[src/rtl/program_loader_if.sv]
// rtl/program_loader_if.sv - host pin and memory write port bundle for the program loader
// slave = loader side, master = host/memory side.
interface program_loader_if #(
  parameter int ADDR_W = 4
);
  logic              ld_en;
  logic              ld_strobe;
  logic [3:0]        ld_data;
  logic              mem_write;
  logic [ADDR_W-1:0] mem_address;
  logic [3:0]        mem_opcode;
  logic [3:0]        mem_immediate;
  logic              cpu_rst_n;
  logic              loading;
  logic [ADDR_W-1:0] word_count;
  logic              overflow;

  modport slave (
    input  ld_en, ld_strobe, ld_data,
    output mem_write, mem_address, mem_opcode, mem_immediate,
    output cpu_rst_n, loading, word_count, overflow
  );

  modport master (
    output ld_en, ld_strobe, ld_data,
    input  mem_write, mem_address, mem_opcode, mem_immediate,
    input  cpu_rst_n, loading, word_count, overflow
  );
endinterface

[src/rtl/program_loader.sv]
// rtl/program_loader.sv - assembles host pin nibble pairs into program memory writes
// Holds the CPU in reset while load mode is active.
module program_loader #(
  parameter int MAX_MEM     = 8,
  parameter int ADDR_W      = 4,
  parameter int SYNC_STAGES = 2
) (
  input  logic            i_clk,
  input  logic            i_rst_n,
  program_loader_if.slave io_ld
);
  localparam logic [ADDR_W-1:0] LP_MAX = ADDR_W'(MAX_MEM);

  typedef enum logic [2:0] {
    S_RUN_WAIT, S_RUN, S_LOAD_OP, S_LOAD_IMM, S_WRITE, S_FULL
  } state_t;

  state_t r_state, w_next;

  logic [SYNC_STAGES-1:0] r_en_sync;
  logic [SYNC_STAGES-1:0] r_stb_sync;
  logic [3:0]             r_data_sync [SYNC_STAGES];
  logic                   r_stb_prev;

  logic [3:0]        r_opcode;
  logic [3:0]        r_immediate;
  logic [ADDR_W-1:0] r_word_count;
  logic              r_overflow;

  logic       w_en, w_edge;
  logic [3:0] w_nibble;
  logic       w_cap_op, w_cap_imm, w_clear, w_incr, w_set_ovf;

  // All three pins are asynchronous to clk, so each gets its own synchroniser chain.
  always_ff @(posedge i_clk or negedge i_rst_n) begin
    if (!i_rst_n) begin
      r_en_sync  <= '0;
      r_stb_sync <= '0;
      r_stb_prev <= 1'b0;
      for (int i = 0; i < SYNC_STAGES; i++) r_data_sync[i] <= 4'h0;
    end else begin
      r_en_sync      <= {r_en_sync[SYNC_STAGES-2:0], io_ld.ld_en};
      r_stb_sync     <= {r_stb_sync[SYNC_STAGES-2:0], io_ld.ld_strobe};
      r_stb_prev     <= r_stb_sync[SYNC_STAGES-1];
      r_data_sync[0] <= io_ld.ld_data;
      for (int i = 1; i < SYNC_STAGES; i++) r_data_sync[i] <= r_data_sync[i-1];
    end
  end

  assign w_en     = r_en_sync[SYNC_STAGES-1];
  assign w_edge   = r_stb_sync[SYNC_STAGES-1] & ~r_stb_prev;
  assign w_nibble = r_data_sync[SYNC_STAGES-1];

  always_ff @(posedge i_clk or negedge i_rst_n) begin
    if (!i_rst_n) r_state <= S_RUN_WAIT;
    else          r_state <= w_next;
  end

  always_comb begin
    w_next            = r_state;
    w_cap_op          = 1'b0;
    w_cap_imm         = 1'b0;
    w_clear           = 1'b0;
    w_incr            = 1'b0;
    w_set_ovf         = 1'b0;
    io_ld.mem_write   = 1'b0;
    io_ld.cpu_rst_n   = 1'b0;
    io_ld.loading     = 1'b1;
    io_ld.mem_address = r_word_count;
    case (r_state)
      S_RUN_WAIT: begin
        io_ld.loading     = 1'b0;
        io_ld.mem_address = '0;
        w_clear           = w_en;
        w_next            = w_en ? S_LOAD_OP : S_RUN;
      end
      S_RUN: begin
        io_ld.loading     = 1'b0;
        io_ld.cpu_rst_n   = 1'b1;
        io_ld.mem_address = '0;
        if (w_en) begin
          w_clear = 1'b1;
          w_next  = S_LOAD_OP;
        end
      end
      // Leaving load mode wins over a coincident strobe; a half word is dropped.
      S_LOAD_OP: begin
        if (!w_en) w_next = S_RUN;
        else if (w_edge) begin
          w_cap_op = 1'b1;
          w_next   = S_LOAD_IMM;
        end
      end
      S_LOAD_IMM: begin
        if (!w_en) w_next = S_RUN;
        else if (w_edge) begin
          w_cap_imm = 1'b1;
          w_next    = S_WRITE;
        end
      end
      S_WRITE: begin
        io_ld.mem_write = 1'b1;
        w_incr          = 1'b1;
        if (!w_en)                                 w_next = S_RUN;
        else if ((r_word_count + 1'b1) == LP_MAX)  w_next = S_FULL;
        else                                       w_next = S_LOAD_OP;
      end
      S_FULL: begin
        if (!w_en) w_next = S_RUN;
        else if (w_edge) w_set_ovf = 1'b1;
      end
      default: w_next = S_RUN_WAIT;
    endcase
  end

  always_ff @(posedge i_clk or negedge i_rst_n) begin
    if (!i_rst_n) begin
      r_opcode     <= 4'h0;
      r_immediate  <= 4'h0;
      r_word_count <= '0;
      r_overflow   <= 1'b0;
    end else begin
      if (w_cap_op)  r_opcode    <= w_nibble;
      if (w_cap_imm) r_immediate <= w_nibble;
      if (w_clear) begin
        r_word_count <= '0;
        r_overflow   <= 1'b0;
      end else begin
        if (w_incr)    r_word_count <= r_word_count + 1'b1;
        if (w_set_ovf) r_overflow   <= 1'b1;
      end
    end
  end

  assign io_ld.mem_opcode    = r_opcode;
  assign io_ld.mem_immediate = r_immediate;
  assign io_ld.word_count    = r_word_count;
  assign io_ld.overflow      = r_overflow;
endmodule
[src/flat_wrapper.sv]
// flat-port wrapper written by rule: the top's interface ports become plain ports
module program_loader_flat 
#(
  parameter int MAX_MEM     = 8,
  parameter int ADDR_W      = 4,
  parameter int SYNC_STAGES = 2
)
  (i_clk, i_rst_n, io_ld_ld_en, io_ld_ld_strobe, io_ld_ld_data, io_ld_mem_write, io_ld_mem_address, io_ld_mem_opcode, io_ld_mem_immediate, io_ld_cpu_rst_n, io_ld_loading, io_ld_word_count, io_ld_overflow);
  program_loader_if #(.ADDR_W(ADDR_W)) io_ld_i ();
  input  logic i_clk;
  input  logic i_rst_n;
  input wire logic [$bits(io_ld_i.ld_en)-1:0] io_ld_ld_en;
  input wire logic [$bits(io_ld_i.ld_strobe)-1:0] io_ld_ld_strobe;
  input wire logic [$bits(io_ld_i.ld_data)-1:0] io_ld_ld_data;
  output wire logic [$bits(io_ld_i.mem_write)-1:0] io_ld_mem_write;
  output wire logic [$bits(io_ld_i.mem_address)-1:0] io_ld_mem_address;
  output wire logic [$bits(io_ld_i.mem_opcode)-1:0] io_ld_mem_opcode;
  output wire logic [$bits(io_ld_i.mem_immediate)-1:0] io_ld_mem_immediate;
  output wire logic [$bits(io_ld_i.cpu_rst_n)-1:0] io_ld_cpu_rst_n;
  output wire logic [$bits(io_ld_i.loading)-1:0] io_ld_loading;
  output wire logic [$bits(io_ld_i.word_count)-1:0] io_ld_word_count;
  output wire logic [$bits(io_ld_i.overflow)-1:0] io_ld_overflow;
  assign io_ld_i.ld_en = io_ld_ld_en;
  assign io_ld_i.ld_strobe = io_ld_ld_strobe;
  assign io_ld_i.ld_data = io_ld_ld_data;
  assign io_ld_mem_write = io_ld_i.mem_write;
  assign io_ld_mem_address = io_ld_i.mem_address;
  assign io_ld_mem_opcode = io_ld_i.mem_opcode;
  assign io_ld_mem_immediate = io_ld_i.mem_immediate;
  assign io_ld_cpu_rst_n = io_ld_i.cpu_rst_n;
  assign io_ld_loading = io_ld_i.loading;
  assign io_ld_word_count = io_ld_i.word_count;
  assign io_ld_overflow = io_ld_i.overflow;
  program_loader #(.MAX_MEM(MAX_MEM), .ADDR_W(ADDR_W), .SYNC_STAGES(SYNC_STAGES)) u_core (.i_clk(i_clk), .i_rst_n(i_rst_n), .io_ld(io_ld_i));
endmodule
[config.mk]
export PLATFORM = sky130hd
export DESIGN_NAME = program_loader_flat
export DESIGN_NICKNAME = d
export VERILOG_FILES = /design/src/rtl/program_loader_if.sv /design/src/rtl/program_loader.sv /design/src/flat_wrapper.sv
export SDC_FILE = /design/constraint.sdc
export NUM_CORES = 1
export LEC_CHECK = 0
export ABC_AREA = 1
export BUFFER_PORTS_ARGS = -buffer_cell sky130_fd_sc_hd__buf_2
export CORE_UTILIZATION = 40
export DETAILED_ROUTE_END_ITERATION = 8
export SYNTH_ARGS = -nofsm -noshare
export SYNTH_HDL_FRONTEND = slang
export SYNTH_SLANG_ARGS = --single-unit
export TNS_END_PERCENT = 30
[constraint.sdc]
create_clock -name i_clk -period 2 [get_ports i_clk]
set_input_delay 0 -clock i_clk [delete_from_list [all_inputs] [get_ports i_clk]]
set_output_delay 0 -clock i_clk [all_outputs]
set_load 0.03 [all_outputs]
==> flow_summary.json <==
{
  "cts_resized": 0,
  "insertedDiodeCount": 0,
  "power.density_nw_per_um2": 1272,
  "maxSlewViolCount": 0,
  "synth_area_um2": 1186,
  "synth_seq_cells": 29,
  "cts-buffers-inserted": 5,
  "setup_violations": 0,
  "timing.fmax_mhz": 695.8,
  "grt_pass1_wl_um": 3615,
  "clk_pin_slew_ps": 100,
  "avgSynthCellArea_um2": 9.643,
  "core_area_um2": 2781,
  "finalClockSkew_ps": 13.80,
  "crit_start": "u_core.r_state[2]",
  "grt_pass1_vias": 831,
  "antenna_found_initial": 0,
  "grt_max_degree": 30,
  "synth_fa_ha_area_share_pct": 1.055,
  "rsz0062_at_grt": "no",
  "synth_top_family_by_area": "simple AND/OR/NAND/NOR gates",
  "crit_path_end_kind": "output pin",
  "synthSimpleGateAreaFrac_pct": 23.52,
  "syn_nets": 132,
  "ys_types": 21,
  "top_layer_used": "met4",
  "ys_warn_count": 0,
  "ant_nets": 0,
  "numPortBuffers": 27,
  "die_h_um": 56.46,
  "final.setup.tns_ps": 0,
  "clock-root-buffer": "clkbuf_4",
  "worst_slew_pin_slew_ps": 618.7,
  "clkLatencyLatePin_ps": 320,
  "fin_nets": 173,
  "die-area_um2": 3187,
  "cp.required_ps": 2000,
  "cap_violations": 0,
  "seq_area_frac_synth_pct": 61.18,
  "wl_per_cell_um": 10.64,
  "ioPinCount": 28,
  "whs_ps": 213.4,
  "finalCritPeriodShare_pct": 71.86,
  "cp-start-kind": "flip-flop",
  "cts_tree": "built",
  "path_max_fanout": 7,
  "ir_drop_mv": 0.9061,
  "grt_use_total_pct": 15.33,
  "cts.sinks": 29,
  "crit_arrival_ps": 1440,
  "met2_length_um": 934,
  "die_w_um": 56.46,
  "dp_hpwl_um": 1487,
  "gr-total-overflow": 0,
  "fin_area_um2": 1481,
  "drt-met1-wl_um": 991,
  "final_common_cell": "nand2_1",
  "drc": 0,
  "r2r_start": "u_core.r_state[2]",
  "synth-xor-area-share_pct": 0,
  "met3WireLength_um": 115,
  "drt_iter0_markers": 19,
  "wl_um": 2086,
  "place_congestion": 0.8306,
  "synth_mux_area_share_pct": 0,
  "placed_area_um2": 1360,
  "outcome": "complete, no violations",
  "yosysTopAreaCellShare_pct": 61.18,
  "clock_path_buffers": 2,
  "hold_path_class": "in -> async",
  "hold_viol_final": 0,
  "drt_pass1_iterations": 4,
  "period_needed_ps": 1437,
  "relSlewSlack_pct": 58.76,
  "row_count": 19,
  "criticalPathCategory": "reg -> out",
  "num_vias": 907,
  "netlist_instances": 123,
  "start_util_pct": 42.65,
  "yosysTopAreaCell": "dfrtp_1",
  "via_per_inst": 4.628,
  "leakagePower_nw": 0.8104,
  "final_cell_mix": "nand2_1, dfrtp_1, buf_2, inv_1, o21ai_1",
  "yosys-top-cells-area": "dfrtp_1, nand2_1, inv_1",
  "drive_gt1_share_pct": 32.12,
  "cts_max_level": 2,
  "synth_compound_area_share_pct": 8.333,
  "area_delta_synth_final_pct": 24.89
}
-- flip-flops by register name, summed over array words and instances (netlist names) --
name / flops
u_core.io_ld.mem_opcode: 4
u_core.w_nibble: 4
u_core.io_ld.mem_immediate: 4
u_core.r_data_sync: 4
u_core.io_ld.word_count: 4
u_core.io_ld.overflow: 1
u_core.r_en_sync: 2
u_core.r_stb_prev: 1
u_core.r_stb_sync: 2
u_core.r_state: 3
-- what timing repair did --
action,4_1_cts,5_1_grt
endpoints found under the hold margin,35,0
endpoints found under the setup margin,0,0
buffers inserted,0,0
hold buffers,7,0
-- layout make-up --
cell class | instances | area (um^2)
Multi-Input combinational cell | 76 | 390.4
Inverter | 18 | 70.07
Tap cell | 31 | 38.79
Timing Repair Buffer | 34 | 205.2
Fill cell | 247 | 1300
Sequential cell | 29 | 725.7
Clock inverter | 2 | 10.01
Clock buffer | 6 | 41.29
-- path summary, 6_finish.rpt --
path                                       end  slack, ps  cells after the start
hold reg to reg             u_core.w_nibble[3]        350                      0
setup / recovery               io_ld_cpu_rst_n        560                      4
max in group asynchronous  u_core.r_en_sync[0]       1370                      2
setup reg to reg             u_core.r_state[2]        700                      8
hold / removal               u_core.r_state[2]        210                      2
min in group i_clk         u_core.r_en_sync[0]        320                      2
-- cells by family after synthesis --
family,after synthesis
buffers and inverters,18
AND/OR/NAND/NOR,57
flip-flops,29
adder cells (fa/ha/maj),1
AO/OA/AOI/OAI,18
-- critical path, stage by stage, from the launching register on --
cell and delay (ps):
dfrtp_1 480, nor2_4 270, inv_4 60, nor2_2 100, buf_2 210
-- per-layer routing --
layer,GRT usage (%),vias to the layer above
li1,-,472
met1,19.18,410
met2,22.52,20
met3,6.912,5
met4,7.317,0
met5,0,-
-- through the flow --
| stage | setup WS (ps) | util (%) | power (W) | cells |
|---|---|---|---|---|
| 6_report | 562.8 | 53.26 | 0.001885 | 196 |
| 4_1_cts | 524.1 | 53.26 | 0.001917 | 196 |
| 3_3_place_gp | 691.4 | 48.90 | 0.001561 | 181 |
| 2_1_floorplan | 636.9 | - | 0.001368 | 123 |
| 5_1_grt | 455.8 | 53.26 | 0.002025 | 196 |
| 3_5_place_dp | 700.0 | 48.90 | 0.001570 | 181 |
-- power by group --
| group | total (W) | leakage (nW) | internal (W) | switching, W |
|---|---|---|---|---|
| logic | 0.000763 | 0.417 | 0.000229 | 0.000534 |
| registers | 0.000795 | 0.362 | 0.000704 | 0.0000907 |
| clock network | 0.000327 | 0.0320 | 0.000134 | 0.000193 |
-- cells in the mapped netlist, drive strengths merged --
| cell | count |
|---|---|
| ha | 1 |
| nor3 | 1 |
| o21ai | 14 |
| dfrtp | 29 |
| nand3 | 6 |
| nand2 | 37 |
| nand4 | 2 |
| inv | 18 |
| a21oi | 3 |
| o22ai | 1 |
| nor2 | 11 |
No activity file was read; power rests on OpenSTA's default activity.
